**src/rtl/mem_access.sv**
```systemverilog
// mem_access: MEM stage - alignment checks, data-bus handshake, store shaping and load extraction
module mem_access (
    input  logic        clk,
    input  logic        rst,
    input  logic        flush_i,
    input  logic        stall_i,
    input  logic [31:0] pc_i,
    input  logic [31:0] exception_type_i,
    input  logic [7:0]  aluop_i,
    input  logic        mem_en_i,
    input  logic        mem_to_reg_i,
    input  logic        regfile_wen_i,
    input  logic [4:0]  regfile_waddr_i,
    input  logic [31:0] alu_data_i,
    input  logic [31:0] rt_data_i,
    output logic        data_req,
    output logic        data_wr,
    output logic [1:0]  data_size,
    output logic [31:0] data_addr,
    output logic [31:0] data_wdata,
    output logic [3:0]  data_wstrb,
    input  logic        data_addr_ok,
    input  logic        data_data_ok,
    input  logic [31:0] data_rdata,
    output logic [31:0] pc_o,
    output logic [31:0] exception_type_o,
    output logic        regfile_wen_o,
    output logic [4:0]  regfile_waddr_o,
    output logic [31:0] regfile_wdata_o,
    output logic [31:0] bad_vaddr_o,
    output logic        mem_stall_o
);
    localparam logic [7:0] ALUOP_LB  = 8'h10;
    localparam logic [7:0] ALUOP_LBU = 8'h11;
    localparam logic [7:0] ALUOP_LH  = 8'h12;
    localparam logic [7:0] ALUOP_LHU = 8'h13;
    localparam logic [7:0] ALUOP_LW  = 8'h14;
    localparam logic [7:0] ALUOP_LWL = 8'h15;
    localparam logic [7:0] ALUOP_LWR = 8'h16;
    localparam logic [7:0] ALUOP_SB  = 8'h18;
    localparam logic [7:0] ALUOP_SH  = 8'h19;
    localparam logic [7:0] ALUOP_SW  = 8'h1A;
    localparam logic [7:0] ALUOP_SWL = 8'h1B;
    localparam logic [7:0] ALUOP_SWR = 8'h1C;

    typedef enum logic [2:0] {S_IDLE, S_REQ, S_WAIT, S_CANCEL, S_HOLD} state_t;

    state_t      r_state, w_next;
    logic [31:0] r_rdata;

    logic w_lb, w_lbu, w_lh, w_lhu, w_lw, w_lwl, w_lwr, w_sb, w_sh, w_sw, w_swl, w_swr;
    logic w_load, w_store, w_ade_l, w_ade_s, w_ade, w_issue, w_req, w_unused;
    logic [1:0]  w_off;
    logic [3:0]  w_wstrb;
    logic [31:0] w_wdata, w_shr, w_lwl_data, w_lwr_data, w_load_data;
    logic [7:0]  w_b;
    logic [15:0] w_h;

    assign w_unused = &{1'b0, mem_en_i, mem_to_reg_i};

    assign w_lb  = aluop_i == ALUOP_LB;
    assign w_lbu = aluop_i == ALUOP_LBU;
    assign w_lh  = aluop_i == ALUOP_LH;
    assign w_lhu = aluop_i == ALUOP_LHU;
    assign w_lw  = aluop_i == ALUOP_LW;
    assign w_lwl = aluop_i == ALUOP_LWL;
    assign w_lwr = aluop_i == ALUOP_LWR;
    assign w_sb  = aluop_i == ALUOP_SB;
    assign w_sh  = aluop_i == ALUOP_SH;
    assign w_sw  = aluop_i == ALUOP_SW;
    assign w_swl = aluop_i == ALUOP_SWL;
    assign w_swr = aluop_i == ALUOP_SWR;

    assign w_load  = w_lb | w_lbu | w_lh | w_lhu | w_lw | w_lwl | w_lwr;
    assign w_store = w_sb | w_sh | w_sw | w_swl | w_swr;
    assign w_off   = alu_data_i[1:0];

    // LWL/LWR/SWL/SWR are never misaligned; they use the word containing the address
    assign w_ade_l = ((w_lh | w_lhu) & w_off[0]) | (w_lw & |w_off);
    assign w_ade_s = (w_sh & w_off[0]) | (w_sw & |w_off);
    assign w_ade   = w_ade_l | w_ade_s;
    assign w_issue = (w_load | w_store) & ~|exception_type_i & ~w_ade & ~flush_i;

    // The request is withdrawn in REQ as soon as a flush arrives
    assign w_req = (r_state == S_IDLE && w_issue) || (r_state == S_REQ && !flush_i);

    // Store strobes and lane-aligned write data; SWL shifts right by 3-off bytes (~off)
    always_comb begin
        w_wstrb = w_sb  ? 4'b0001 << w_off :
                  w_sh  ? (w_off[1] ? 4'b1100 : 4'b0011) :
                  w_sw  ? 4'b1111 :
                  w_swl ? 4'b1111 >> ~w_off :
                  w_swr ? 4'b1111 << w_off : 4'b0000;
        w_wdata = w_sb  ? {4{rt_data_i[7:0]}} :
                  w_sh  ? {2{rt_data_i[15:0]}} :
                  w_swl ? rt_data_i >> {~w_off, 3'b000} :
                  w_swr ? rt_data_i << {w_off, 3'b000} : rt_data_i;
    end

    assign data_req   = w_req;
    assign data_wr    = w_req & w_store;
    assign data_size  = !w_req ? 2'd0 : (w_lb | w_lbu | w_sb) ? 2'd0 : (w_lh | w_lhu | w_sh) ? 2'd1 : 2'd2;
    assign data_addr  = !w_req ? 32'd0 : (w_lwl | w_lwr | w_swl | w_swr) ? {alu_data_i[31:2], 2'b00} : alu_data_i;
    assign data_wdata = (w_req & w_store) ? w_wdata : 32'd0;
    assign data_wstrb = w_req ? w_wstrb : 4'b0000;

    // Load extraction from the captured word; halves are aligned so off is 0 or 2
    always_comb begin
        w_shr       = r_rdata >> {w_off, 3'b000};
        w_b         = w_shr[7:0];
        w_h         = w_shr[15:0];
        w_lwl_data  = w_off == 2'd0 ? {r_rdata[7:0], rt_data_i[23:0]} :
                      w_off == 2'd1 ? {r_rdata[15:0], rt_data_i[15:0]} :
                      w_off == 2'd2 ? {r_rdata[23:0], rt_data_i[7:0]} : r_rdata;
        w_lwr_data  = w_off == 2'd0 ? r_rdata :
                      w_off == 2'd1 ? {rt_data_i[31:24], r_rdata[31:8]} :
                      w_off == 2'd2 ? {rt_data_i[31:16], r_rdata[31:16]} : {rt_data_i[31:8], r_rdata[31:24]};
        w_load_data = w_lb  ? {{24{w_b[7]}}, w_b} :
                      w_lbu ? {24'd0, w_b} :
                      w_lh  ? {{16{w_h[15]}}, w_h} :
                      w_lhu ? {16'd0, w_h} :
                      w_lwl ? w_lwl_data :
                      w_lwr ? w_lwr_data : r_rdata;
    end

    assign pc_o             = pc_i;
    assign exception_type_o = {exception_type_i[31:25], exception_type_i[24] | w_ade_l,
                               exception_type_i[23] | w_ade_s, exception_type_i[22:0]};
    assign bad_vaddr_o      = w_ade ? alu_data_i : 32'd0;
    assign regfile_wen_o    = regfile_wen_i & ~w_ade & ~flush_i;
    assign regfile_waddr_o  = regfile_waddr_i;
    assign regfile_wdata_o  = w_load ? w_load_data : alu_data_i;
    assign mem_stall_o      = (r_state == S_IDLE && w_issue) || r_state == S_REQ || r_state == S_WAIT ||
                              r_state == S_CANCEL || (r_state == S_HOLD && stall_i);

    // Next-state logic for the single-outstanding bus transaction
    always_comb begin
        w_next = r_state;
        case (r_state)
            S_IDLE:   w_next = !w_issue ? S_IDLE : data_addr_ok ? S_WAIT : S_REQ;
            S_REQ:    w_next = flush_i ? S_IDLE : data_addr_ok ? S_WAIT : S_REQ;
            S_WAIT:   w_next = data_data_ok ? (flush_i ? S_IDLE : S_HOLD) : (flush_i ? S_CANCEL : S_WAIT);
            S_CANCEL: w_next = data_data_ok ? S_IDLE : S_CANCEL;
            S_HOLD:   w_next = (!stall_i || flush_i) ? S_IDLE : S_HOLD;
            default:  w_next = S_IDLE;
        endcase
    end

    // State register and read-data capture; a flushed response is never captured
    always_ff @(posedge clk or negedge rst) begin
        if (!rst) begin
            r_state <= S_IDLE;
            r_rdata <= 32'd0;
        end else begin
            r_state <= w_next;
            if (r_state == S_WAIT && data_data_ok && !flush_i)
                r_rdata <= data_rdata;
        end
    end
endmodule

```
**config.mk**
```make
export PLATFORM = sky130hd
export DESIGN_NAME = mem_access
export DESIGN_NICKNAME = d
export VERILOG_FILES = /design/src/rtl/mem_access.sv
export SDC_FILE = /design/constraint.sdc
export NUM_CORES = 1
export LEC_CHECK = 0
export BUFFER_PORTS_ARGS = -buffer_cell sky130_fd_sc_hd__buf_2
export CAP_MARGIN = 20
export CORE_AREA = 2 2 150 152
export CTS_CLUSTER_SIZE = 16
export DETAILED_ROUTE_END_ITERATION = 10
export DIE_AREA = 0 0 152 154
export SETUP_SLACK_MARGIN = 0.1
export SLEW_MARGIN = 20
export SYNTH_ARGS = -nofsm -noshare
export SYNTH_HDL_FRONTEND = slang
export SYNTH_SLANG_ARGS = --single-unit
```
**constraint.sdc**
```tcl
create_clock -name clk -period 2.7 [get_ports clk]
set_clock_uncertainty 0.1 [all_clocks]
set_input_delay 0 -clock clk [delete_from_list [all_inputs] [get_ports clk]]
set_output_delay 0 -clock clk [all_outputs]
set_load 0.05 [all_outputs]
```
==> metrics.csv <==
metric,value,unit
nFillCells,2250,
drtIter0Drc,954,
setup_violations,0,
num_vias,8731,
period_minus_slack,2510,ps
outcome,finished clean,
drtAntennaViolNets,0,
synth.most_common_cell,nor2_1,
grt_setup_unrepaired,true,
first_pass_iters,7,
core,21700,um2
crit_required,2600,ps
wl_per_cell,22.7,um
die_x,152,um
synthToLayoutAreaGrowth,44.1,%
synth_edf_count,0,
synthArstFlopShare,1.00,
cp-start-kind,register,
placed_cell_area,8200,um2
cap_viol_max_count,0,
timing.final.max_slew_violations,0,
dieHeight,154,um
netlist_area,6520,um2
synth-main-ff-cell,dfrtp_1,
cp_data_arrival_time,2410,ps
hold_class,primary input to register,
fin_util,0.433,
io_pins,389,
synth.area.top_cells,"dfrtp_1 13%, mux2_2 8.8%, buf_4 7.9%, a21oi_1 5.5%, nor2_1 5.5%",
routabilityCongestion,1.01,
grt.overflow.total,0,
total_power,0.00238,W
grt_pass1_wl,49800,um
grt_pass1_vias,8200,
path_max_fanout,6,
cts_tree,built,
place_hpwl,26700,um
yosysTopAreaCell,dfrtp_1,
antenna_found_initial,2,
synth_area_per_cell,7.11,um2
final_area,9400,um2
synthDistinctLibCells,62,
multi_input_area,4960,um2
ys_seq_area_frac,0.134,
clkSinkCount,35,
rows,54,
cts_buffers,5,
end_kind,output port,
relSlewSlack,0.446,
tns,0,ps
synth_cells,917,
htree_levels,2,
worst_slew_pin_slew,831,ps
wirelength,34300,um
drc,0,
synth_top_area_frac,0.134,
hold_violations,0,
cts_buffer_depth,2,
netlist_top_cells_count,"96 x nor2_1, 72 x a21oi_1, 69 x buf_4",
grt_max_degree,89,
ys_ff_latch,35,
via_per_inst,5.79,
leakagePower,4.34,nW
ys_warn_count,0,
clock_latency,290,ps
nets,1408,
port_buffers,312,
irDropWorstVdd,0.346,mV
clockRootBuffer,clkbuf_16,
synth_nets,1099,
power.density,253,nW/um2
dieArea,23400,um2
layout-drive-gt1-share,0.430,
period_share,0.931,
initial_utilization,0.301,
regArea,876,um2
path_clk_slew,70,ps
grt.total_usage,0.272,
critPathKind,register to output port,
fmax,398,MHz
-- layout make-up --
type,count,area share
well taps,280,0.0373
inverters,18,0.00719
clock buffers,6,0.0148
flip-flops and latches,35,0.0932
clock inverters,2,0.00373
repair buffers,447,0.315
multi-input cells,719,0.528
diodes,2,0.000532
-- report_power, final --
part | internal, W | switching, W
clock | 0.000460 | 0.000255
sequential | 0.000524 | 0.000000000000139
combinational | 0.000359 | 0.000780
total | 0.00134 | 0.00103
-- logic make-up after synthesis --
logic type	share of synthesized area
AND/OR/NAND/NOR	0.269
flip-flops	0.134
AO/OA/AOI/OAI	0.311
buffers and inverters	0.146
multiplexers	0.140
-- placed cells by master, fill, tap and decap left out, types with 17 or more instances in the layout --
cell             n
nand2_1         63
a31oi_1         21
mux2_2          51
dfrtp_1         35
nor3_2          17
and2_1          38
dlygate4sd3_1   73
nand3_1         25
nor2_1          86
buf_4           72
mux2i_1         27
clkbuf_4        43
o21ai_0         52
buf_2          253
a22oi_1         32
a21oi_1         69
and2_4          27
-- per-layer routing --
layer / track usage / routed length [um]
met1: 0.340 / 13500
met2: 0.471 / 16800
met3: 0.0273 / 2350
met4: 0.124 / 1720
met5: 0 / 0
-- worst max-delay path, cell delays in order (launching register included) --
cell      delay [ps]
dfrtp_1          380
mux4_2           600
and2_1           220
o21ai_1          290
nand2_1          120
a211oi_2         240
nor3_2            60
buf_2            210
-- through the flow --
| step | hold slack, ps | setup slack, ps | std cells |
|---|---|---|---|
| 2_1_floorplan | -396 | -298 | 917 |
| 3_3_place_gp | -99.7 | -155 | 1423 |
| 3_5_place_dp | -99.7 | -149 | 1423 |
| 4_1_cts | 49.1 | 116 | 1507 |
| 5_1_grt | 77.0 | 32.6 | 1509 |
| 6_report | 33.6 | 187 | 1509 |
-- final timing paths --
path	cells past startpoint	end	slack [ps]	start
worst min register to register	1	r_rdata[24]	430	r_rdata[24]
max in group asynchronous	2	r_rdata[13]	1710	rst
worst max-delay path	7	regfile_wdata_o[9]	190	r_rdata[31]
worst max register to register	6	r_rdata[0]	890	r_state[2]
min in group asynchronous	2	r_rdata[2]	250	rst
worst min-delay path	4	r_state[0]	30	data_data_ok
-- timing repair --
| action | in CTS | in global routing |
|---|---|---|
| setup endpoints to repair | 73 | 75 |
| setup buffers | 2 | 0 |
| resized for setup | 22 | 68 |
| gates cloned | 1 | 0 |
| pin swaps | 3 | 2 |
| endpoints found under the hold margin | 107 | 0 |
| hold buffers | 73 | 0 |
-- registers in the layout (all words and copies together) (netlist names) --
name,flops
r_rdata,32
r_state,3
No activity file was read; power rests on OpenSTA's default activity.
